$ cat src/rtl/io_output_buffer.sv
`default_nettype none
// ============================================================================
// Module      : io_output_buffer
// Description : FIFO between CPU output stores and a slow character sink.
//               The CPU pushes words. A two-state drain FSM pops one word at a
//               time and emits it as a registered one-cycle strobe. After each
//               emitted word, DRAIN_DELAY idle cycles follow.
// Ports       : clk        - sole clock, rising edge
//               areset     - asynchronous active-high reset
//               cpu_write  - CPU store strobe, one entry per high cycle
//               cpu_data   - word stored by the CPU
//               flush      - synchronous clear of buffer and error state
//               out_enable - permits draining when high
//               cpu_stall  - buffer full, CPU must hold further writes
//               overflow   - sticky flag, a write was attempted while full
//               pending    - number of entries currently held
//               out_write  - registered one-cycle strobe to the sink
//               io_out     - word for the sink, valid with out_write
// Revision    : 1.0 - initial release
// ============================================================================

`ifndef WORD_SIZE
`define WORD_SIZE 16
`endif

module io_output_buffer #(
  parameter int DEPTH       = 4,
  parameter int DRAIN_DELAY = 2
) (
  input  logic                       clk,
  input  logic                       areset,
  input  logic                       cpu_write,
  input  logic [`WORD_SIZE-1:0]      cpu_data,
  input  logic                       flush,
  input  logic                       out_enable,
  output logic                       cpu_stall,
  output logic                       overflow,
  output logic [$clog2(DEPTH):0]     pending,
  output logic                       out_write,
  output logic [`WORD_SIZE-1:0]      io_out
);

  localparam int c_aw = $clog2(DEPTH);
  // The hold counter needs at least one bit even when no delay is configured.
  localparam int c_cw = (DRAIN_DELAY > 0) ? $clog2(DRAIN_DELAY + 1) : 1;
  localparam logic [c_aw:0]  c_full  = (c_aw + 1)'(DEPTH);
  localparam logic [c_cw-1:0] c_delay = c_cw'(DRAIN_DELAY);

  typedef enum logic [0:0] {
    IDLE = 1'b0,
    HOLD = 1'b1
  } state_t;

  state_t                  state_q, state_d;
  logic [c_cw-1:0]         cnt_q, cnt_d;
  logic [c_aw-1:0]         wr_ptr_q, wr_ptr_d;
  logic [c_aw-1:0]         rd_ptr_q, rd_ptr_d;
  logic [c_aw:0]           count_q, count_d;
  logic                    overflow_q, overflow_d;
  logic                    out_write_q, out_write_d;
  logic [`WORD_SIZE-1:0]   io_out_q, io_out_d;
  logic [`WORD_SIZE-1:0]   mem_q [DEPTH];

  logic w_full;
  logic w_empty;
  logic w_push;
  logic w_pop;

  // Push and pop are both decided on pre-edge occupancy. A pop on the same
  // edge does not make room for a write that arrives while the buffer is full.
  assign w_full  = (count_q == c_full);
  assign w_empty = (count_q == '0);
  assign w_push  = cpu_write && !w_full && !flush;
  assign w_pop   = (state_q == IDLE) && out_enable && !w_empty && !flush;

  always_comb begin
    state_d     = state_q;
    cnt_d       = cnt_q;
    wr_ptr_d    = wr_ptr_q;
    rd_ptr_d    = rd_ptr_q;
    count_d     = count_q;
    overflow_d  = overflow_q;
    out_write_d = 1'b0;
    io_out_d    = io_out_q;

    if (flush) begin
      // Flush wins over a concurrent write: the word is discarded and the
      // overflow flag is not set.
      state_d    = IDLE;
      cnt_d      = '0;
      wr_ptr_d   = '0;
      rd_ptr_d   = '0;
      count_d    = '0;
      overflow_d = 1'b0;
    end else begin
      if (cpu_write && w_full) begin
        overflow_d = 1'b1;
      end

      // The pointers are c_aw bits wide and DEPTH is a power of two, so the
      // increment wraps from DEPTH-1 to 0 on its own.
      if (w_push) begin
        wr_ptr_d = wr_ptr_q + 1'b1;
      end

      case (state_q)
        IDLE: begin
          if (w_pop) begin
            rd_ptr_d    = rd_ptr_q + 1'b1;
            out_write_d = 1'b1;
            io_out_d    = mem_q[rd_ptr_q];
            if (DRAIN_DELAY > 0) begin
              state_d = HOLD;
              cnt_d   = c_delay;
            end
          end
        end
        HOLD: begin
          // Return to IDLE on the edge where the counter reaches zero. The
          // next word can then go out one edge later.
          cnt_d = cnt_q - 1'b1;
          if (cnt_q <= c_cw'(1)) begin
            state_d = IDLE;
          end
        end
        default: begin
          state_d = IDLE;
          cnt_d   = '0;
        end
      endcase

      case ({w_push, w_pop})
        2'b10:   count_d = count_q + 1'b1;
        2'b01:   count_d = count_q - 1'b1;
        default: count_d = count_q;
      endcase
    end
  end

  always_ff @(posedge clk or posedge areset) begin
    if (areset) begin
      state_q     <= IDLE;
      cnt_q       <= '0;
      wr_ptr_q    <= '0;
      rd_ptr_q    <= '0;
      count_q     <= '0;
      overflow_q  <= 1'b0;
      out_write_q <= 1'b0;
      io_out_q    <= '0;
    end else begin
      state_q     <= state_d;
      cnt_q       <= cnt_d;
      wr_ptr_q    <= wr_ptr_d;
      rd_ptr_q    <= rd_ptr_d;
      count_q     <= count_d;
      overflow_q  <= overflow_d;
      out_write_q <= out_write_d;
      io_out_q    <= io_out_d;
    end
  end

  // The storage array has no reset. Stale words can never be read because the
  // count and pointers are cleared.
  always_ff @(posedge clk) begin
    if (w_push) begin
      mem_q[wr_ptr_q] <= cpu_data;
    end
  end

  assign cpu_stall = w_full;
  assign overflow  = overflow_q;
  assign pending   = count_q;
  assign out_write = out_write_q;
  assign io_out    = io_out_q;

endmodule

`default_nettype wire

$ cat config.mk
export PLATFORM = sky130hd
export DESIGN_NAME = io_output_buffer
export DESIGN_NICKNAME = d
export VERILOG_FILES = /design/src/rtl/io_output_buffer.sv
export SDC_FILE = /design/constraint.sdc
export NUM_CORES = 1
export LEC_CHECK = 0
export ABC_CLOCK_PERIOD_IN_PS = 3000
export CAP_MARGIN = 15
export CELL_PAD_IN_SITES_DETAIL_PLACEMENT = 0
export CELL_PAD_IN_SITES_GLOBAL_PLACEMENT = 1
export CORE_ASPECT_RATIO = 1.4
export CORE_MARGIN = 5
export CORE_UTILIZATION = 49
export CTS_BUF_LIST = sky130_fd_sc_hd__clkbuf_4 sky130_fd_sc_hd__clkbuf_8
export DETAILED_ROUTE_END_ITERATION = 12
export PLACE_DENSITY = 0.77
export SETUP_SLACK_MARGIN = 0.4
export SLEW_MARGIN = 0
export SYNTH_ARGS = -nofsm -noshare
export SYNTH_HDL_FRONTEND = slang
export SYNTH_SLANG_ARGS = --single-unit
$ cat constraint.sdc
create_clock -name clk -period 3 [get_ports clk]
set_input_delay 0.6 -clock clk [delete_from_list [all_inputs] [get_ports clk]]
set_output_delay 0.6 -clock clk [all_outputs]
set_load 0.02 [all_outputs]
==> results of run 1 <==
## final timing paths
path,to,startpoint,depth (start not counted)
max,cpu_stall,pending[1],3
min,io_out[2],io_out[2],1
max reg2reg,pending[2],pending[1],7
min reg2reg,io_out[2],io_out[2],1
max in group asynchronous,pending[2],areset,3
min in group asynchronous,cnt_q[0],areset,3
## layout make-up
class                   count  area [µm²]  area share (%)
clock inverters             6        87.6            1.96
well taps                  97         121            2.72
flip-flops and latches     92        2620            58.8
multi-input cells          95         990            22.2
clock buffers              10         138            3.08
inverters                   7        26.3           0.588
repair buffers             50         479            10.7
## layer usage
layer	up-vias	GRT usage (%)	part of all wire [%]
met4	0	5.90	1.4
met1	966	17.4	43
met2	36	24.5	51
met5	-	0	0
li1	873	-	-
met3	8	4.37	4.1
## layout by cell type (no fill, tap or decap), types with 2 or more instances in the layout
| cell type | count |
|---|---|
| dfrtp_1 | 27 |
| nor2b_1 | 2 |
| bufinv_16 | 2 |
| nand2b_1 | 2 |
| a21oi_1 | 6 |
| and2_1 | 4 |
| mux4_2 | 16 |
| ha_1 | 5 |
| xnor2_1 | 3 |
| mux2_2 | 9 |
| nand2_1 | 3 |
| nor3_1 | 5 |
| edfxtp_1 | 64 |
| clkinvlp_4 | 3 |
| mux2_4 | 7 |
| or3_1 | 2 |
| nor2_1 | 9 |
| clkdlybuf4s50_1 | 41 |
| clkbuf_8 | 10 |
| inv_1 | 7 |
| a211oi_1 | 2 |
| o21ai_0 | 5 |
| buf_4 | 8 |
| nand3_1 | 3 |
## critical path, stage by stage (launching register included)
cell and delay [ns]:
dfrtp_1 0.47, or3b_2 0.57, inv_1 0.15, dlygate4sd2_1 0.35
## Yosys cell counts (all sizes together)
cell    instances  area (µm²)
edfxtp         64        1920
dfrtp          28         701
mux2           16         206
mux4           16         360
nor2            9        33.8
buf             7        58.8
inv             7        26.3
a21oi           6        30.0
ha              5        62.6
nor3            5        25.0
o21ai           5        25.0
and2            4        25.0
nand2           3        11.3
nand2b          3        26.3
nand3           3        15.0
xnor2           3        26.3
a211oi          2        15.0
nor2b           2        12.5
or3             2        12.5
a211o           1        8.76
a21boi          1        7.51
a22o            1        8.76
a32oi           1        8.76
and2b           1        7.51
clkbuf          1        3.75
fa              1        20.0
mux2i           1        10.0
or2             1        6.26
or2b            1        7.51
or3b            1        8.76
xor2            1        8.76
## sequential cells by signal, indices dropped and copies added (netlist names)
signal	count
io_out	16
mem_q	64
cnt_q	2
overflow	1
pending	3
rd_ptr_q	2
out_write	1
state_q	1
wr_ptr_q	2
## logic make-up after synthesis
| group | synth area share (%) |
|---|---|
| flip-flops | 70.9 |
| AND/OR/NAND/NOR | 5.17 |
| multiplexers | 15.6 |
| AO/OA/AOI/OAI | 2.81 |
| buffers and inverters | 2.40 |
| adder cells (fa/ha/maj) | 2.23 |
| XOR/XNOR | 0.947 |
## where the power goes
group          switching (mW)  internal, mW
Combinational           0.553         0.674
Clock                   0.410         0.490
Sequential              0.148          1.57
## metrics by stage
step | hold slack [ns] | util [%] | total power [mW] | instances | setup WS [ns]
after floorplan | 0.521 | - | 2.54 | 202 | 0.718
after global placement | 0.486 | 57.6 | 2.97 | 341 | 0.370
after detailed placement | 0.495 | 57.6 | 2.99 | 341 | 0.352
after CTS | 0.515 | 60.7 | 3.89 | 357 | 0.473
after global routing | 0.533 | 60.7 | 4.04 | 357 | 0.425
final | 0.513 | 60.7 | 3.84 | 357 | 0.504
## what timing repair did
action | 4_1_cts | 5_1_grt
hold endpoints to repair | 0 | 0
setup endpoints to repair | 1 | 0
resized for setup | 2 | 0
==> impl_results.md, run 1 <==
- Placement-stage cell area: 4240 µm²
- Clock Sinks: 92
- Final period util: 83.2%
- Diodes inserted: 0
- Post-Route WL: 6250 µm
- Clock insertion delay at the later pin of the skew report: 0.35 ns
- Netlist Area Pre-Place: 3700 µm²
- CTS Buf Count: 9
- # nets final: 282
- Fmax: 401 MHz
- Synth cell types: 37
- Die extent in x: 83.5 µm
- Drt first pass iters: 4
- Vias in the first global route: 1938
- CP required: 2.40 ns
- Yosys warnings: 0
- Starting Density: 50.3%
- CTS Buffer Depth: 2
- CTS tree: built
- Relative slew slack: 47.2%
- CP Class: register to output port
- DRC violations left: 0
- GRT Util Overall: 14.5%
- Post-DRT Antenna Nets: 0
- Root Buffer: clkbuf_8
- Number of DRC markers in iteration 0: 89
- Count of final hold-check violations: 0
- Worst Max-Slew Pin Slew: 0.792 ns
- DP Wirelength: 3890 µm
- Worst reg2reg setup slack: 0.86 ns
- Total number of vias: 1883
- Non-Filler Cell Area, Final: 4470 µm²
- Initial antenna violation count: 0
- Number of vias per cell: 5.27
- Syn nets: 229
- Row count: 37
- Critical Path Fanout Max: 8
- Number of hold buffers added after CTS: 0
- Largest net degree at the start of global routing: 29
- Skew final: 0.00757 ns
- CTS clk-pin slew, worst paths: 0.08 ns
- Area delta synth->final: 20.7%
- Die footprint: 9420 µm²
- Input/output buffers: 42
- Grt total ovfl: 0
- Status: completed
- Mean routed wirelength per cell: 17.5 µm
- Avg Inst Size Synth: 18.3 µm²
- Gpl congestion: 0.696
- Pwr dens: 860 nW/µm²
- Share of cells above drive strength 1: 23.1%
- Placeable core area: 7360 µm²
- Syn Inst Count: 202
- Pleak: 1.63 nW
- Final setup violation count: 0
- Number of post-CTS setup repair buffers: 0
- Hold Path Class: register to register
- Fillers: 548
- Boundary pin count: 43
- Die Span Y: 113 µm
- H-tree depth: 3
- Tmin final: 2.50 ns
- Seq/Total Area, Yosys: 70.9%
- First-pass GRT wire length: 10100 µm
- Worst EP arrival: 1.90 ns
- CP startpoint kind: register
- Register bit count reported by yosys: 92
- Crit end category: output port
- Slew Viols, Final: 0
- Max-cap violations: 0
- Worst vdd ir: 0.545 mV
- RSZ-0062 raised after global routing: no
- Setup TNS: 0 ns
No activity file was read; power rests on OpenSTA's default activity.
==> inputs of run 2 (changes only) <==
--- a/config.mk
+++ b/config.mk
@@ -5,7 +5,7 @@
 export SDC_FILE = /design/constraint.sdc
 export NUM_CORES = 1
 export LEC_CHECK = 0
-export ABC_CLOCK_PERIOD_IN_PS = 3000
+export ABC_CLOCK_PERIOD_IN_PS = 2500
 export CAP_MARGIN = 15
 export CELL_PAD_IN_SITES_DETAIL_PLACEMENT = 0
 export CELL_PAD_IN_SITES_GLOBAL_PLACEMENT = 1
==> constraint.sdc (replaced) <==
create_clock -name clk -period 2.5 [get_ports clk]
set_input_delay 0.5 -clock clk [delete_from_list [all_inputs] [get_ports clk]]
set_output_delay 0.5 -clock clk [all_outputs]
set_load 0.02 [all_outputs]
==> run 2 against run 1 <==
Critical path depth shrank 1. Clock power rose by 1%. Worst setup slack worse by 0.037 ns. Global-route usage up 0.31 points. Combinational power up 38%. Wire length up 4.5%.
==> impl_results.md, run 2 (same netlist as run 1, synthesis figures left out) <==
- Status: completed
- Input/output buffers: 42 (unchanged)
- Worst R2R Path Depth: 9 (+2)
- CP max stage delay: 0.60 ns (+0.03 ns)
- Commonest non-fill, non-tap cell in the layout: edfxtp_1
- Cells along the critical path: buf_4 -> clkdlybuf4s50_1
- Grt total ovfl: 0 (unchanged)
- # nets final: 300 (+6.4%)
- DP Worst Slack: 0.0161 ns (-0.336 ns)
- Die Span Y: 113 µm (unchanged)
- Gpl congestion: 0.723 (+3.8%)
- Pleak: 1.73 nW (+6.0%)
- Worst Setup EP: pending[1]
- Diodes inserted: 0 (unchanged)
- Fin cells: 375 (+5.0%)
- Most flops, register: mem_q
- Post-Route WL: 6530 µm (+4.5%)
- Clock insertion delay at the later pin of the skew report: 0.35 ns (about the same)
- Count of final hold-check violations: 0 (unchanged)
- Vias in the first global route: 2051 (+5.8%)
- Skew final: 0.0119 ns (+0.00436 ns)
- DRC violations left: 0 (unchanged)
- Worst reg2reg setup slack: 0.47 ns (-0.39 ns)
- Number of hold buffers added after CTS: 0 (unchanged)
- Final period util: 81.3%
- CTS tree: built
- Number of DRC markers in iteration 0: 154 (+73%)
- GRT Util Overall: 14.8% (+0.31 points)
- Slew Viols, Final: 0 (unchanged)
- Critical path's slowest cell: clkdlybuf4s50_1
- Placeable core area: 7360 µm² (unchanged)
- Root Buffer: clkbuf_8
- Worst EP arrival: 1.53 ns (-0.37 ns)
- Drt first pass iters: 4 (unchanged)
- Number of vias per cell: 5.19 (-1.5%)
- Total number of vias: 1948 (+3.5%)
- Crit end category: output port
- H-tree depth: 3 (unchanged)
- Fmax: 492 MHz
- Max reg flops: 64 (unchanged)
- Mean routed wirelength per cell: 17.4 µm (-0.47%)
- Inst Count DP: 349 (+2.3%)
- Crit path from: pending[1]
- FF-to-FF End: pending[2]
- Row count: 37 (unchanged)
- CTS Buffer Depth: 2 (unchanged)
- Pwr dens: 999 nW/µm² (+16%)
- First-pass GRT wire length: 10600 µm (+5.2%)
- Worst Max-Slew Pin Slew: 0.405 ns (-0.387 ns)
- Hold Path Class: register to register
- Starting Density: 50.3% (unchanged)
- Relative slew slack: 73.0% (+26 points)
- Setup TNS: 0 ns (unchanged)
- PnR worst setup slack: 0.467 ns (-0.0367 ns)
- Tmin final: 2.03 ns
- Final setup violation count: 0 (unchanged)
- Hold path cells: 1 (unchanged)
- Die footprint: 9420 µm² (unchanged)
- Die extent in x: 83.5 µm (unchanged)
- Clock Sinks: 92 (unchanged)
- Share of cells above drive strength 1: 30.6% (+7.5 points)
- CTS Buf Count: 9 (unchanged)
- Final Power: 4.66 mW (+21%)
- Critical Path Fanout Max: 5 (-3)
- Worst vdd ir: 0.539 mV (-1.1%)
- CP required: 2.00 ns (-0.40 ns)
- Boundary pin count: 43 (unchanged)
- DP Wirelength: 4120 µm (+6.0%)
- CP startpoint kind: register
- CP Class: register to output port
- Area delta synth->final: 25.9%
- RSZ-0062 raised after global routing: yes
- Max-cap violations: 0 (unchanged)
- Initial antenna violation count: 0 (unchanged)
- Largest net degree at the start of global routing: 29 (unchanged)
- CTS clk-pin slew, worst paths: 0.09 ns (about the same)
- Critical R2R Launch: pending[2]
- Commonest non-fill, non-tap cells in the layout: edfxtp_1 (64), clkdlybuf4s50_1 (40), dfrtp_1 (25)
- Post-DRT Antenna Nets: 0 (unchanged)
## run 2: cell count changes in the layout (fill, tap and decap cells not counted), moves of 2 or more
cell       previous run  this run
inv_6                 0         2
dfrtp_1              27        25
buf_4                 8        22
buf_12                0         5
bufinv_16             2         0
dfrtp_2               1         3
## run 2: worst max-delay path: cells and delay by family (launching register included)
kind / cells / cell delay, ns
buf+inv: 2 / 0.76
flops: 1 / 0.43
## run 2: worst min-delay path by stage
| stage | startpoint | slack [ns] | endpoint |
|---|---|---|---|
| 2_1_floorplan | cnt_q[0] | 0.52 | cnt_q[0] |
| 3_3_place_gp | overflow | 0.49 | overflow |
| 3_5_place_dp | io_out[5] | 0.50 | io_out[5] |
| 4_1_cts | areset | 0.52 | io_out[11] |
| 5_1_grt | io_out[7] | 0.54 | io_out[7] |
| 6_report | io_out[5] | 0.51 | io_out[5] |
## run 2: layout make-up
type / count / area, µm²
timing repair buffer: 68 / 678
clock buffer: 9 / 124
tap: 97 / 121
clock inverter: 7 / 61.3
multi-input combinational: 95 / 1020
sequential: 92 / 2630
fill: 534 / 2700
inverter: 7 / 26.3
## run 2: metal layers
layer	GRT usage, %	routed length (µm)	vias to the layer above
li1	-	-	906
met1	17.5	2650	994
met2	25.5	3530	38
met3	4.59	254	10
met4	5.36	94	0
met5	0	0	-
## run 2: repair_timing
action / in CTS / in global routing
endpoints found under the setup margin: 2 / 2
endpoints found under the hold margin: 0 / 0
buffers inserted: 7 / 3
resized for setup: 5 / 5
pin swaps: 0 / 5
## run 2: power breakdown
group / leakage, nW / internal, mW / switching (mW)
combinational: 0.711 / 0.965 / 0.739
clock: 0.0866 / 0.375 / 0.537
sequential: 0.930 / 1.88 / 0.161
## run 2: per-stage QoR
stage               utilization (%)  cell area [µm²]  hold slack [ns]
finish                         63.3             4660            0.514
global route                   63.3             4660            0.540
CTS                            62.8             4620            0.520
detailed placement             59.6             4390            0.498
global placement               59.6             4390            0.486
floorplan                         -             3720            0.521
